## config.mk

```make
export PLATFORM = sky130hd
export DESIGN_NAME = cacheline_adaptor_flat
export DESIGN_NICKNAME = d
export VERILOG_FILES = /design/src/rtl/mem_types_pkg.sv /design/src/rtl/cacheline_adaptor_if.sv /design/src/rtl/cacheline_adaptor.sv /design/src/flat_wrapper.sv
export SDC_FILE = /design/constraint.sdc
export NUM_CORES = 1
export LEC_CHECK = 0
export CAP_MARGIN = 15
export CORE_AREA = 5 5 278 280
export DETAILED_ROUTE_END_ITERATION = 10
export DIE_AREA = 0 0 283 285
export SLEW_MARGIN = 40
export SYNTH_ARGS = -nofsm -noshare
export SYNTH_HDL_FRONTEND = slang
export SYNTH_SLANG_ARGS = --single-unit
```

## constraint.sdc

```tcl
create_clock -name clk -period 14.3 [get_ports clk]
set_clock_uncertainty 0.1 [all_clocks]
set_input_delay 3.575 -clock clk [delete_from_list [all_inputs] [get_ports clk]]
set_output_delay 3.575 -clock clk [all_outputs]
set_load 0.02 [all_outputs]
```

## src/rtl/mem_types_pkg.sv

```systemverilog
// Shared widths and state encoding for the cache-line to burst adaptor.
package mem_types_pkg;
    localparam int LINE_W      = 256;
    localparam int BEAT_W      = 64;
    localparam int BEATS       = 4;
    localparam int ADDR_W      = 32;
    localparam int OFFSET_BITS = 5;
    localparam int CNT_W       = $clog2(BEATS);

    typedef enum logic [1:0] {
        IDLE  = 2'd0,
        READ  = 2'd1,
        WRITE = 2'd2,
        DONE  = 2'd3
    } adaptor_state_t;

    // Clear the byte offset so bursts always start on a line boundary.
    function automatic logic [ADDR_W-1:0] align_addr(input logic [ADDR_W-1:0] a);
        return a & ~ADDR_W'((1 << OFFSET_BITS) - 1);
    endfunction
endpackage

```

## src/rtl/cacheline_adaptor_if.sv

```systemverilog
// Line-side and burst-side signals of the adaptor; master is the adaptor itself.
interface cacheline_adaptor_if;
    import mem_types_pkg::*;

    logic [LINE_W-1:0] line_i;
    logic [LINE_W-1:0] line_o;
    logic [ADDR_W-1:0] address_i;
    logic              read_i;
    logic              write_i;
    logic              resp_o;
    logic [BEAT_W-1:0] burst_i;
    logic [BEAT_W-1:0] burst_o;
    logic [ADDR_W-1:0] address_o;
    logic              read_o;
    logic              write_o;
    logic              resp_i;

    modport master (
        input  line_i, address_i, read_i, write_i, burst_i, resp_i,
        output line_o, resp_o, burst_o, address_o, read_o, write_o
    );

    modport slave (
        output line_i, address_i, read_i, write_i, burst_i, resp_i,
        input  line_o, resp_o, burst_o, address_o, read_o, write_o
    );
endinterface

```

## src/rtl/cacheline_adaptor.sv

```systemverilog
// Splits 256-bit line reads/writes into four 64-bit memory beats, lowest beat first.
module cacheline_adaptor
    import mem_types_pkg::*;
(
    input  logic                clk,
    input  logic                rst,
    cacheline_adaptor_if.master bus
);
    adaptor_state_t state, state_nxt;

    logic [BEATS-1:0][BEAT_W-1:0] line_buf;
    logic [ADDR_W-1:0]            addr_buf;
    logic [CNT_W-1:0]             cnt;
    logic                         last_beat;

    assign last_beat = bus.resp_i && (cnt == CNT_W'(BEATS - 1));

    always_ff @(posedge clk or posedge rst) begin
        if (rst) state <= IDLE;
        else     state <= state_nxt;
    end

    always_comb begin
        state_nxt = state;
        case (state)
            IDLE: begin
                if (bus.write_i)     state_nxt = WRITE;
                else if (bus.read_i) state_nxt = READ;
            end
            READ:    if (last_beat) state_nxt = DONE;
            WRITE:   if (last_beat) state_nxt = DONE;
            DONE:    state_nxt = IDLE;
            default: state_nxt = IDLE;
        endcase
    end

    always_comb begin
        bus.read_o  = (state == READ);
        bus.write_o = (state == WRITE);
        bus.resp_o  = (state == DONE);
    end

    // cnt wraps back to 0 naturally on the last beat, so DONE always exits with cnt == 0.
    always_ff @(posedge clk or posedge rst) begin
        if (rst) begin
            line_buf <= '0;
            addr_buf <= '0;
            cnt      <= '0;
        end else begin
            case (state)
                IDLE: begin
                    if (bus.write_i) begin
                        line_buf <= bus.line_i;
                        addr_buf <= align_addr(bus.address_i);
                        cnt      <= '0;
                    end else if (bus.read_i) begin
                        addr_buf <= align_addr(bus.address_i);
                        cnt      <= '0;
                    end
                end
                READ: begin
                    if (bus.resp_i) begin
                        line_buf[cnt] <= bus.burst_i;
                        cnt           <= cnt + 1'b1;
                    end
                end
                WRITE: begin
                    if (bus.resp_i) cnt <= cnt + 1'b1;
                end
                default: ;
            endcase
        end
    end

    assign bus.line_o    = line_buf;
    assign bus.burst_o   = line_buf[cnt];
    assign bus.address_o = addr_buf;

    a_no_dual_req: assert property (@(posedge clk) disable iff (rst)
        (state == IDLE) |-> !(bus.read_i && bus.write_i));
endmodule

```

## src/flat_wrapper.sv

```systemverilog
// flat-port wrapper written by rule: the top's interface ports become plain ports
module cacheline_adaptor_flat import mem_types_pkg::*;
  (clk, rst, bus_line_i, bus_address_i, bus_read_i, bus_write_i, bus_burst_i, bus_resp_i, bus_line_o, bus_resp_o, bus_burst_o, bus_address_o, bus_read_o, bus_write_o);
  cacheline_adaptor_if bus_i ();
  input  logic clk;
  input  logic rst;
  input wire logic [$bits(bus_i.line_i)-1:0] bus_line_i;
  input wire logic [$bits(bus_i.address_i)-1:0] bus_address_i;
  input wire logic [$bits(bus_i.read_i)-1:0] bus_read_i;
  input wire logic [$bits(bus_i.write_i)-1:0] bus_write_i;
  input wire logic [$bits(bus_i.burst_i)-1:0] bus_burst_i;
  input wire logic [$bits(bus_i.resp_i)-1:0] bus_resp_i;
  output wire logic [$bits(bus_i.line_o)-1:0] bus_line_o;
  output wire logic [$bits(bus_i.resp_o)-1:0] bus_resp_o;
  output wire logic [$bits(bus_i.burst_o)-1:0] bus_burst_o;
  output wire logic [$bits(bus_i.address_o)-1:0] bus_address_o;
  output wire logic [$bits(bus_i.read_o)-1:0] bus_read_o;
  output wire logic [$bits(bus_i.write_o)-1:0] bus_write_o;
  assign bus_i.line_i = bus_line_i;
  assign bus_i.address_i = bus_address_i;
  assign bus_i.read_i = bus_read_i;
  assign bus_i.write_i = bus_write_i;
  assign bus_i.burst_i = bus_burst_i;
  assign bus_i.resp_i = bus_resp_i;
  assign bus_line_o = bus_i.line_o;
  assign bus_resp_o = bus_i.resp_o;
  assign bus_burst_o = bus_i.burst_o;
  assign bus_address_o = bus_i.address_o;
  assign bus_read_o = bus_i.read_o;
  assign bus_write_o = bus_i.write_o;
  cacheline_adaptor u_core (.clk(clk), .rst(rst), .bus(bus_i));
endmodule
```

After elaboration in Yosys (flattened, before gate mapping):

Cells that the tools add are included.

* $add $sub $neg: 1
* magnitude comparators: 2
* equality and inequality tests: 9
* multiplexer cells: 18
* reduce and logical (&&, ||, !) cells: 11

Operators with widths (number)
* $mux W256: 2
* $pmux W256 S2: 1
* $bwmux W256: 1
* $bmux W64 S2: 1
* $demux W64 S2: 1
* $mux W64: 2
* $mux W32: 2
* $mux W2: 6
* $eq A2 B2 Y1 const B: 3
* $pmux W2 S3: 1
* $reduce_and A3 Y1: 2
* $reduce_bool A2 Y1: 3
* $ne A2 B1 Y1 const B: 2
* $ne A2 B2 Y1 const B: 2
* $pmux W2 S2: 1
* $reduce_and A2 Y1: 2
* $lt A2 B3 Y1 const B: 1
* $ne A3 B3 Y1 const B: 1
* $add A2 B1 Y2 const B: 1
* $eq A2 B1 Y1 const B: 1
* $ge A2 B1 Y1 const B: 1
* $logic_and A1 B1 Y1: 2
* $logic_not A2 Y1: 1
* $reduce_or A2 Y1: 1

* register bits after elaboration: 292
* input port bits: 357
* output and inout bits: 355
* logic and storage cells: 48

Longest topological paths before layout:

* word-level depth: 7
* depth in mapped cells: 10
* depth with buffers taken out: 5

Worst setup path before layout:

No wires, ideal clock.

* kind: register to output
* from: register u_core.cnt[1]
* to: output port bus_burst_o[54]
* arrival time: 1544 ps
* path slack: 9081 ps
* stages on the path, launching flop included: 5
* buffers on the path: 3
* cell sequence: dfrtp_1 buf_2 buf_2 buf_2 mux4_2

* cells in the longest elaborated chain, start to end: 2

RTL lines
* start: declaration: RTL line cacheline_adaptor.sv:13 `logic [CNT_W-1:0] cnt;`
* start signal: assignment: RTL line cacheline_adaptor.sv:64 `cnt <= cnt + 1'b1;`
* start signal: assignment: RTL line cacheline_adaptor.sv:68 `if (bus.resp_i) cnt <= cnt + 1'b1;`
* $bmux W64 S2: RTL line cacheline_adaptor.sv:76 `assign bus.burst_o = line_buf[cnt];`
* $mux W64 (not written as such): RTL line cacheline_adaptor.sv:76
* end: declaration: RTL line flat_wrapper.sv:15 `output wire logic [$bits(bus_i.burst_o)-1:0] bus_burst_o;`

No other way between the ends. The select of a mux whose other input is x is not followed.

Final worst setup path:

* from: register u_core.cnt[0]
* to: output port bus_burst_o[62]

Same word-level chain as after synthesis.

==> qor.yml <==
run_status:
  status: "complete, no violations"
global_routing:
  antenna_found_initial: 10
  overflow: 0
  grt_pass1_wl_um: 101000
  grt_max_degree: 139
  grtUsageTotal_pct: 16.3
  grt_pass1_vias: 14500
sta:
  slew_headroom_pct: 45.0
  period_minus_slack_ns: 6.97
  whs_ns: 0.402
  fin_ws_ns: 7.33
  setup_violations: 0
  fin_setup_tns_ns: 0
  max_freq_mhz: 143
  final_hold_viol_count: 0
  slew_violations: 0
  finalCritPeriodShare_pct: 48.8
  tightest_slew_ns: 0.826
  rsz0062_at_grt: "false"
final_layout:
  multi_input_area_mm2: 0.00709
  layout_commonest_cell: "clkdlybuf4s50_1"
  layout.nets: 2198
  register_area_mm2: 0.00719
  fin_area_mm2: 0.0245
  final_cell_mix: "clkdlybuf4s50_1, dfrtp_1, mux2_2"
  area_growth_pct: 61.2
  layout-drive-gt1-share_pct: 19.9
  n_fill_cell: 7332
clock_network:
  path_clk_slew_ns: 0.06
  clock-sinks: 287
  clockRootBuffer: "clkbuf_16"
  cts-hold-fix-buffers: 0
  cts_tree: "built"
  post-cts-setup-buffer-count: 0
  clk_path_buf_depth: 3
  cts_buffers: 37
  ctsResizeCount: 0
  htree_levels: 2
  worstSkewPairLatency_ns: 0.54
synthesis:
  synthSimpleGateAreaFrac_pct: 0.774
  synth_top_family_by_area: "multiplexers"
  synth.cell_area_mm2: 0.0152
  ys_ff_latch: 287
  avgSynthCellArea_um2: 13.1
  synthAdderAreaFrac_pct: 0.823
  synth_top_flop_cell: "dfrtp_1"
  synth_compound_area_share_pct: 10.2
  yosysSeqAreaShare_pct: 47.2
  synthArstFlopShare_pct: 100
  synth_cell_types: 26
  yosysWarnings: 0
  synth_xor_area_share_pct: 0
  synth.area.mux_share_pct: 34.5
  synth_cells: 1161
  synth_edf_count: 0
critical_path:
  path_delay_family: "buffers and inverters"
  critPathKind: "flop to output port"
  critPathMaxFanout: 35
  cp-start-kind: "flop"
  cp.arrival_ns: 3.30
  crit_buf_inv: 2
  cp.required_ns: 10.62
  slowest_stage: "dfrtp_4"
  crit_chain: "buf_4 -> mux4_2 -> clkdlybuf4s50_1"
  r2r_start: "u_core.cnt[0]"
  critPathMaxStageDelay_ns: 0.90
  startpoint: "u_core.cnt[0]"
  cp-end-kind: "output port"
die:
  die-area_mm2: 0.0807
  core_mm2: 0.0742
  start_util_pct: 20.5
  die_y_um: 285
  pin_count: 712
  rows: 100
  die_w_um: 283
routing:
  drc: 0
  wire_per_inst_um: 24.3
  dr.first_iter.drc_count: 622
  first_pass_iters: 5
  finalWirelength_um: 68600
  num_vias: 13000
  viasPerCell: 4.61
  postRouteAntennaNets: 0
pwr:
  power.density_mw_per_mm2: 273
  power_w: 0.00670
  p_int_w: 0.00385
  p_seq_share_pct: 24.9
  switching_share_pct: 42.6
  power.switching_w: 0.00285
  p_clk_share_pct: 14.4
  combPwrFrac_pct: 60.8
  irDropWorstVdd_v: 0.000147
  p_leak_nw: 9.89
place:
  port_buffers: 701
  pre_cts_slack_ns: 7.68
  hpwlAfterDp_um: 49100
  place_area_mm2: 0.0232
  gp_congestion: 0.839
worst_hold_path:
  min_from: "u_core.bus.address_o[21]"
  hp-class: "flop to flop"
run:
  cap_violations: 0
==> registers in the layout, indices dropped and copies added (netlist names) <==
name,cells
u_core.bus.line_o,256
u_core.state,2
u_core.cnt,2
u_core.bus.address_o,27
==> final cells by class <==
cell class | count | area share (%)
multi-input combinational | 647 | 28.9
timing repair buffer | 723 | 29.6
clock inverter | 10 | 0.552
sequential | 287 | 29.3
tap | 969 | 4.95
inverter | 135 | 2.12
clock buffer | 55 | 4.47
antenna | 3 | 0.0306
==> path summary, 6_finish.rpt <==
path                                            end  slack (ns)  depth (start not counted)
setup / recovery                    bus_burst_o[62]        7.33                          3
hold / removal             u_core.bus.address_o[21]        0.40                          1
setup reg to reg             u_core.bus.line_o[233]       10.36                          7
hold reg to reg            u_core.bus.address_o[21]        0.40                          1
max in group asynchronous    u_core.bus.line_o[156]        9.58                          4
min in group asynchronous    u_core.bus.line_o[157]        3.33                          2
==> synth_stat cells, types with 3 or more instances <==
library cell	count	share of area [%]
buf_2	26	0.86
a22o_1	64	3.7
and2_1	3	0.12
a22oi_1	128	6.3
mux2_1	5	0.37
clkbuf_1	46	1.1
dfrtp_1	287	47
ha_1	10	0.82
mux4_2	64	9.5
buf_4	11	0.54
mux2_2	216	16
nor2b_1	5	0.21
inv_1	135	3.3
mux2i_1	131	8.6
nor3_1	3	0.099
buf_1	7	0.17
buf_6	6	0.44
nand2_1	6	0.15
==> kinds of logic (layout without fill, tap and decap cells) <==
family / after synthesis / count (layout)
other: 1 / 8
and+or+nand+nor: 20 / 20
muxes: 416 / 416
buffers and inverters: 231 / 923
AOI/OAI and AO/OA: 196 / 196
DFF: 287 / 287
adders and majority gates: 10 / 10
==> routing by layer <==
metal / wire, µm / track usage (%) / up-vias
met1: 27600 / 19.8 / 6631
met3: 5390 / 4.90 / 150
li1: - / - / 5615
met2: 32400 / 27.0 / 622
met4: 3180 / 6.89 / 10
met5: 71 / 0 / -
==> worst reg2reg max path: stages, from the launching register on <==
cell     delay, ns
dfrtp_4       0.90
buf_4         0.69
ha_1          0.29
nor2b_1       0.07
nor3_4        0.10
buf_4         0.57
buf_4         0.61
mux2_2        0.49
==> stage by stage <==
step | util (%) | instances
floorplan | - | 1165
global placement | 31.2 | 2758
detailed placement | 31.3 | 2760
CTS | 33.0 | 2825
global route | 33.0 | 2829
finish | 33.0 | 2829
==> power by group through the flow <==
stage	Sequential [W]	Combinational [W]	Clock (W)
2_1_floorplan	0.00201	0.00185	0
6_report	0.00167	0.00407	0.000963
3_5_place_dp	0.00167	0.00411	0
5_1_grt	0.00172	0.00429	0.00103
4_1_cts	0.00167	0.00412	0.000995
3_3_place_gp	0.00167	0.00406	0
Power figures use the tool's default switching activity.
